**config.mk**
```make
export PLATFORM = sky130hd
export DESIGN_NAME = spi_reg_sequencer
export DESIGN_NICKNAME = d
export VERILOG_FILES = /design/src/rtl/spi_reg_sequencer.sv
export SDC_FILE = /design/constraint.sdc
export NUM_CORES = 1
export LEC_CHECK = 0
export ABC_AREA = 1
export CAP_MARGIN = 20
export CORE_ASPECT_RATIO = 2
export CORE_MARGIN = 8
export CORE_UTILIZATION = 43
export CTS_BUF_LIST = sky130_fd_sc_hd__clkbuf_8
export CTS_CLUSTER_DIAMETER = 50
export CTS_CLUSTER_SIZE = 16
export DETAILED_ROUTE_END_ITERATION = 8
export PLACE_DENSITY = 0.82
export SYNTH_ARGS = -nofsm -noshare
export SYNTH_HDL_FRONTEND = slang
export SYNTH_SLANG_ARGS = --single-unit
```
**constraint.sdc**
```tcl
create_clock -name clk -period 1.6 [get_ports clk]
set_clock_uncertainty 0.2 [all_clocks]
set_input_delay 0.32 -clock clk [delete_from_list [all_inputs] [get_ports clk]]
set_output_delay 0.32 -clock clk [all_outputs]
set_load 0.05 [all_outputs]
```
**src/rtl/spi_reg_sequencer.sv**
```systemverilog
// spi_reg_sequencer: turns one register read/write command into a framed,
// gap-free MSB-first byte burst for the byte-stream SPI master, assembles
// the data-phase RX bytes and returns exactly one response per command.
//
// Ports:
//   clk, rst                  clock, synchronous active-high reset
//   cmd_valid/ready           command handshake
//   cmd_rw, cmd_addr          1 = read; register address (8*ADDR_BYTES-1 bits)
//   cmd_wdata                 write data (8*DATA_BYTES bits)
//   rsp_valid/ready           response handshake
//   rsp_rdata, rsp_err        data-phase MISO bytes; drain timeout flag
//   busy                      high from command accept to response handshake
//   spi_tx_data/valid/ready   byte stream towards the SPI master
//   spi_rx_data/valid         completed bytes from the SPI master
//
// Optional: define SPI_REG_SEQUENCER_TIMEOUT_EN to add a drain watchdog of
// TIMEOUT_CYCLES clocks; otherwise rsp_err is tied low and drain waits.

module spi_reg_sequencer #(
    parameter int ADDR_BYTES     = 2,
    parameter int DATA_BYTES     = 1,
    parameter int TIMEOUT_CYCLES = 65535
) (
    input  logic                    clk,
    input  logic                    rst,
    input  logic                    cmd_valid,
    output logic                    cmd_ready,
    input  logic                    cmd_rw,
    input  logic [8*ADDR_BYTES-2:0] cmd_addr,
    input  logic [8*DATA_BYTES-1:0] cmd_wdata,
    output logic                    rsp_valid,
    input  logic                    rsp_ready,
    output logic [8*DATA_BYTES-1:0] rsp_rdata,
    output logic                    rsp_err,
    output logic                    busy,
    output logic [7:0]              spi_tx_data,
    output logic                    spi_tx_valid,
    input  logic                    spi_tx_ready,
    input  logic [7:0]              spi_rx_data,
    input  logic                    spi_rx_valid
);

    localparam int DATA_W  = 8 * DATA_BYTES;
    localparam int TOTAL   = ADDR_BYTES + DATA_BYTES;
    localparam int FRAME_W = 8 * TOTAL;
    localparam int CW      = $clog2(TOTAL + 1);

    localparam logic [CW-1:0] LAST = CW'(TOTAL - 1);
    localparam logic [CW-1:0] FULL = CW'(TOTAL);
    localparam logic [CW-1:0] ABYT = CW'(ADDR_BYTES);

    if (ADDR_BYTES < 1 || ADDR_BYTES > 4 ||
        DATA_BYTES < 1 || DATA_BYTES > 4 ||
        TIMEOUT_CYCLES < 1) begin : g_bad_param
        $error("spi_reg_sequencer: parameter out of range");
    end

    typedef enum logic [1:0] {
        S_IDLE,
        S_SEND,
        S_DRAIN,
        S_RESP
    } state_t;

    state_t              r_state;
    state_t              w_next_state;
    logic                r_cmd_ready;
    logic [FRAME_W-1:0]  r_shift;
    logic [CW-1:0]       r_tx_cnt;
    logic [CW-1:0]       r_rx_cnt;
    logic [DATA_W-1:0]   r_rdata;
    logic [DATA_W-1:0]   w_rdata_shift;
    logic [DATA_W-1:0]   w_payload;
    logic                w_cmd_fire;
    logic                w_tx_fire;
    logic                w_rx_take;
    logic                w_rx_last;
    logic                w_timeout;

    assign w_cmd_fire = (r_state == S_IDLE) && cmd_valid && r_cmd_ready;
    assign w_tx_fire  = (r_state == S_SEND) && spi_tx_ready;
    // Pulses beyond a full frame are dropped so the counter cannot wrap.
    assign w_rx_take  = spi_rx_valid && (r_rx_cnt != FULL) &&
                        (r_state == S_SEND || r_state == S_DRAIN);
    assign w_rx_last  = spi_rx_valid && (r_state == S_DRAIN) &&
                        (r_rx_cnt == LAST);
    assign w_payload  = cmd_rw ? {DATA_W{1'b0}} : cmd_wdata;

    if (DATA_BYTES == 1) begin : g_rd1
        assign w_rdata_shift = spi_rx_data;
    end else begin : g_rdn
        assign w_rdata_shift = {r_rdata[DATA_W-9:0], spi_rx_data};
    end

    // cmd_ready is registered so it stays low for the cycle in which reset
    // is applied and rises one cycle after reset or a response handshake.
    always_ff @(posedge clk) begin
        if (rst) begin
            r_state     <= S_IDLE;
            r_cmd_ready <= 1'b0;
        end else begin
            r_state     <= w_next_state;
            r_cmd_ready <= (w_next_state == S_IDLE);
        end
    end

    always_comb begin
        w_next_state = r_state;
        unique case (r_state)
            S_IDLE:  if (w_cmd_fire) w_next_state = S_SEND;
            S_SEND:  if (w_tx_fire && r_tx_cnt == LAST) w_next_state = S_DRAIN;
            S_DRAIN: if (w_rx_last || w_timeout) w_next_state = S_RESP;
            S_RESP:  if (rsp_ready) w_next_state = S_IDLE;
            default: w_next_state = S_IDLE;
        endcase
    end

    always_comb begin
        busy         = 1'b0;
        rsp_valid    = 1'b0;
        spi_tx_valid = 1'b0;
        unique case (r_state)
            S_SEND: begin
                busy         = 1'b1;
                spi_tx_valid = 1'b1;
            end
            S_DRAIN: busy = 1'b1;
            S_RESP: begin
                busy      = 1'b1;
                rsp_valid = 1'b1;
            end
            default: ;
        endcase
    end

    assign cmd_ready   = r_cmd_ready;
    assign spi_tx_data = r_shift[FRAME_W-1 -: 8];
    assign rsp_rdata   = r_rdata;

    always_ff @(posedge clk) begin
        if (rst) begin
            r_shift  <= '0;
            r_tx_cnt <= '0;
            r_rx_cnt <= '0;
            r_rdata  <= '0;
        end else begin
            if (w_cmd_fire) begin
                r_shift  <= {cmd_rw, cmd_addr, w_payload};
                r_tx_cnt <= '0;
                r_rx_cnt <= '0;
                r_rdata  <= '0;
            end
            if (w_tx_fire) begin
                r_shift  <= r_shift << 8;
                r_tx_cnt <= r_tx_cnt + 1'b1;
            end
            if (w_rx_take) begin
                r_rx_cnt <= r_rx_cnt + 1'b1;
                if (r_rx_cnt >= ABYT) r_rdata <= w_rdata_shift;
            end
        end
    end

`ifdef SPI_REG_SEQUENCER_TIMEOUT_EN
    localparam int WD_W = $clog2(TIMEOUT_CYCLES + 1);
    localparam logic [WD_W-1:0] WD_LAST = WD_W'(TIMEOUT_CYCLES - 1);

    logic [WD_W-1:0] r_wdog;
    logic            r_err;

    // Held at zero outside drain, so it starts from zero on every entry.
    assign w_timeout = (r_state == S_DRAIN) && (r_wdog == WD_LAST);
    assign rsp_err   = r_err;

    always_ff @(posedge clk) begin
        if (rst) begin
            r_wdog <= '0;
            r_err  <= 1'b0;
        end else begin
            if (r_state == S_DRAIN) r_wdog <= r_wdog + 1'b1;
            else                    r_wdog <= '0;
            if (w_timeout && !w_rx_last)          r_err <= 1'b1;
            if (r_state == S_RESP && rsp_ready)   r_err <= 1'b0;
        end
    end
`else
    assign w_timeout = 1'b0;
    assign rsp_err   = 1'b0;
`endif

endmodule
```
[Yosys cells after proc, flatten, opt, wreduce, memory -nomap -nowiden]
Cells that the tools add are included.
Storage, ports and cells
  output and inout port bits: 21
  logic and storage cells: 48
  bits in registers: 39
  input bits: 38
Operators by class
  reduce and logical (&&, ||, !) cells: 15
  order comparisons: 1
  multiplexer cells: 17
  add/subtract/negate cells: 2
  equality and inequality tests: 6
Operators by type and width (count)
  two-way mux 24 bit: 2
  two-way mux 8 bit: 4
  two-way mux 2 bit: 7
  equality test 2 bit, second input constant: 4
  logical AND 1 bit: 8
  case mux 2 bit (4 select lines): 1
  adder 2 x 1 -> 2 bit, second input constant: 2
  logical NOT 2 bit: 2
  nonzero test 2 bit: 2
  two-way mux 1 bit: 3
  OR reduction 3 bit: 1
  equality test 2 x 1 -> 1 bit, second input constant: 1
  >= comparator 2 bit, second input constant: 1
  != test 2 bit, second input constant: 1
  OR reduction 2 bit: 1
  logical OR 1 bit: 1

[Logic depth before layout (Yosys ltp)]
  word-level depth: 6
  mapped depth: 9
  gate-level depth less buffers: 9

[Worst setup path after synthesis]
No wires, ideal clock.
  kind: register to register
  from: register r_state[1]
  to: register r_shift[16]
  slack: -0.403 ns
  buffers on the path: 2
  data required time: 1.268 ns
  data arrival time: 1.670 ns
  stages on the path, launching flop included: 10
  cells stage by stage: dfxtp_1 > inv_1 > ha_1 > nand2_1 > buf_6 > buf_6 > nand2_1 > nor2_1 > a21oi_1 > a21oi_1
Between the ends
  word-level cells in the longest chain between the ends: 4
RTL lines
  start, declared: RTL line 65  | state_t r_state;
  start signal, assigned: RTL line 102  | r_state <= w_next_state;
  logical NOT 2 bit: RTL line 80  | assign w_cmd_fire = (r_state == S_IDLE) && cmd_valid && r_cmd_ready;
  logical AND 1 bit (2 in a row): RTL line 80
  nonzero test 2 bit (no line)
  end signal, assigned: RTL line 148  | r_shift <= {cmd_rw, cmd_addr, w_payload};
  end signal, assigned: RTL line 154  | r_shift <= r_shift << 8;
  end, declared: RTL line 68  | logic [FRAME_W-1:0] r_shift;
Several ways; a longest one is shown, not always the timed one.
A chain may end at the register's enable or synchronous reset.

[Worst setup path after layout]
  from: register r_state[1]
  to: output rsp_valid
Between the ends
  word-level cells in the longest chain between the ends: 2
RTL lines
  equality test 2 bit: RTL line 122  | unique case (r_state)
  two-way mux 1 bit: RTL line 122
  end, declared: RTL line 31  | output logic rsp_valid,
Every way passes these cells.

==> results.cfg <==
[status]
status = complete, but fails checks
violations = setup timing

[sta]
timing.fmax_ghz = 0.599
fin_crit_sh = 1.04
period_needed_ns = 1.67
slew_violations = 0
setup_tns_ns = -0.292
setup_viol = 9
worst_slack_ns = -0.0696
hold_viol_final = 0
rsz0062_at_grt = true
whs_ns = 0.271

[grt]
track_usage = 0.145
grt_overflow = 0
grt_max_degree = 29
grt_pass1_wl_um = 8160
antenna_found_initial = 0
grt_pass1_vias = 1845

[clocking]
root_buffer = clkbuf_8
clock_latency_ns = 0.30
cts_tree = done
clockBufferDepth = 2
cts_hold_buf = 0
cts_sinks = 39
cts.clk_slew.worst_paths_ns = 0.08
cts_buffers = 5
h-tree-depth = 2

[min_path]
hold_depth = 2
min_path_type = reg2reg
hold_end = r_shift[2]
min_from = r_shift[2]

[layout]
layout.area.seq_um2 = 787
multi_input_area_um2 = 1000
drive_above_1_share = 0.204
syn2layout_area_growth_pct = 56.5
diodes = 0
layoutNonFillerInstCount = 382
finalNetCount = 373
fillers = 350

[setup_path]
r2r_cells = 7
end_kind = output port
r2r_slack_ns = -0.05
r2r-end = rsp_rdata[4]
crit_required_ns = 1.08
worst_setup_path_start_kind = flop
crit_type = reg2out
crit_path_max_fanout = 4
worst_ep_arrival_time_ns = 1.15
crit-reg2reg-launch = r_state[0]

[yosys]
yosys_warnings = 0
yosys.cell_types.count = 23
synth_area_um2 = 1900
synthCells = 267
seq_area_frac_synth = 0.411
synth_nets = 313
synth_seq_cells = 39
avgSynthCellArea_um2 = 7.11

[routing]
ant_nets = 0
drc = 0
wl_per_cell_um = 14.1
drt-initial-drc-count = 63
vias = 1917
drt_wl_total_um = 5380
drt_pass1_iterations = 4
vias_per_cell = 5.02

[power]
p_sw_frac = 0.383
p_sw_w = 0.00151
power_w = 0.00393
comb_power_share = 0.477
irDropWorstVdd_mv = 0.921
pwr-share-clk = 0.210
intPower_w = 0.00243
p_seq_frac = 0.313
leakagePower_nw = 1.26
powerDensity_nw_per_um2 = 1320

[floorplanning]
fp-row-count = 34
io_pins = 59
die_width_um = 63.0
core_um2 = 4300
die-height_um = 110
initial_utilization = 0.442
die-area_um2 = 6930

[placement]
dpl.hpwl_um = 3820
place.port_buffers = 57
dp_cells = 371
gp_congestion = 0.845

[flow_run]
drv_cap = 0
## cell usage after synthesis
cell type   n  area share
inv_1      13       0.026
inv_2       1      0.0020
clkbuf_1    1      0.0020
ha_1        8       0.053
nand3_1     5       0.013
conb_1      1      0.0020
o21ai_1     3      0.0079
nor2_1     33       0.065
buf_2       5       0.013
o21ai_0     9       0.024
nand4_1     8       0.026
or2_2       1      0.0033
clkinv_4    1      0.0046
buf_1       1      0.0020
clkinv_1    1      0.0020
o21ai_2     1      0.0046
or2_1       1      0.0033
dfxtp_1    39        0.41
nand2_1    75        0.15
a21oi_1    45        0.12
nand3_2     1      0.0053
buf_4      10       0.040
buf_6       4       0.024
## logic make-up after synthesis
| logic type | Yosys count | synth area share |
|---|---|---|
| AND/OR/NAND/NOR | 124 | 0.265 |
| AO/OA/AOI/OAI | 58 | 0.155 |
| flip-flops | 39 | 0.411 |
| adder cells (fa/ha/maj) | 8 | 0.0527 |
| other | 1 | 0.00197 |
| buffers and inverters | 37 | 0.115 |
## layout by cell type, fill, tap and decap left out, drive strengths merged
master,synthesis,final
nand2,75,75
a21oi,45,45
dfxtp,39,39
clkdlybuf4s50,0,37
buf,20,35
nor2,33,33
inv,14,14
o21ai,13,14
nand4,8,8
ha,8,8
nand3,6,6
clkbuf,1,6
clkinv,2,4
or2,2,2
conb,1,1
bufinv,0,1
## cell type report
cell class	count	area share
Tap cell	54	0.0227
Multi-Input combinational cell	192	0.337
Clock buffer	5	0.0232
Clock inverter	3	0.0147
Timing Repair Buffer	73	0.312
Inverter	16	0.0253
Sequential cell	39	0.265
## state kept, by name, summed over array words and instances (netlist names)
register   flops
cmd_ready      1
r_rx_cnt       2
r_shift       24
r_state        2
r_tx_cnt       2
rsp_rdata      8
## critical path, cell delays in order (launching register included)
cell and delay [ns]:
dfxtp_2 0.35, buf_4 0.14, ha_2 0.22, buf_12 0.14
## per-stage QoR
stage / instance area, um^2 / setup WS, ns / util
5_1_grt: 2970 / -0.118 / 0.692
6_report: 2970 / -0.0696 / 0.692
2_1_floorplan: 1920 / 0.00659 / -
4_1_cts: 2880 / -0.0753 / 0.671
3_3_place_gp: 2730 / -0.169 / 0.635
3_5_place_dp: 2730 / -0.222 / 0.635
## metal layers
metal | up-vias | track usage | wire length, um
met5 | - | 0 | 0
met2 | 70 | 0.283 | 3070
met1 | 861 | 0.127 | 1740
li1 | 975 | - | -
met3 | 11 | 0.0567 | 413
met4 | 0 | 0.0640 | 158
## power groups by stage
stage	combinational, W	sequential, W	clock, W
final	0.00188	0.00123	0.000825
after CTS	0.00170	0.00122	0.000835
after global routing	0.00201	0.00125	0.000885
after global placement	0.00158	0.00124	0
after detailed placement	0.00161	0.00124	0
after floorplan	0.000963	0.00125	0
## timing repair
action,CTS,global route
resized for setup,17,11
cloned,0,2
buffers inserted,1,1
setup endpoints to repair,32,33
pin swaps,4,5
## worst max-delay path by stage
stage	from	end	cells after the start
after detailed placement	spi_rx_valid	rsp_rdata[4]	6
after floorplan	r_state[0]	rsp_rdata[0]	8
after CTS	r_state[1]	rsp_valid	3
after global placement	spi_rx_valid	rsp_rdata[4]	6
final	r_state[1]	rsp_valid	3
after global routing	r_state[0]	rsp_rdata[4]	7
Power figures use the tool's default switching activity.
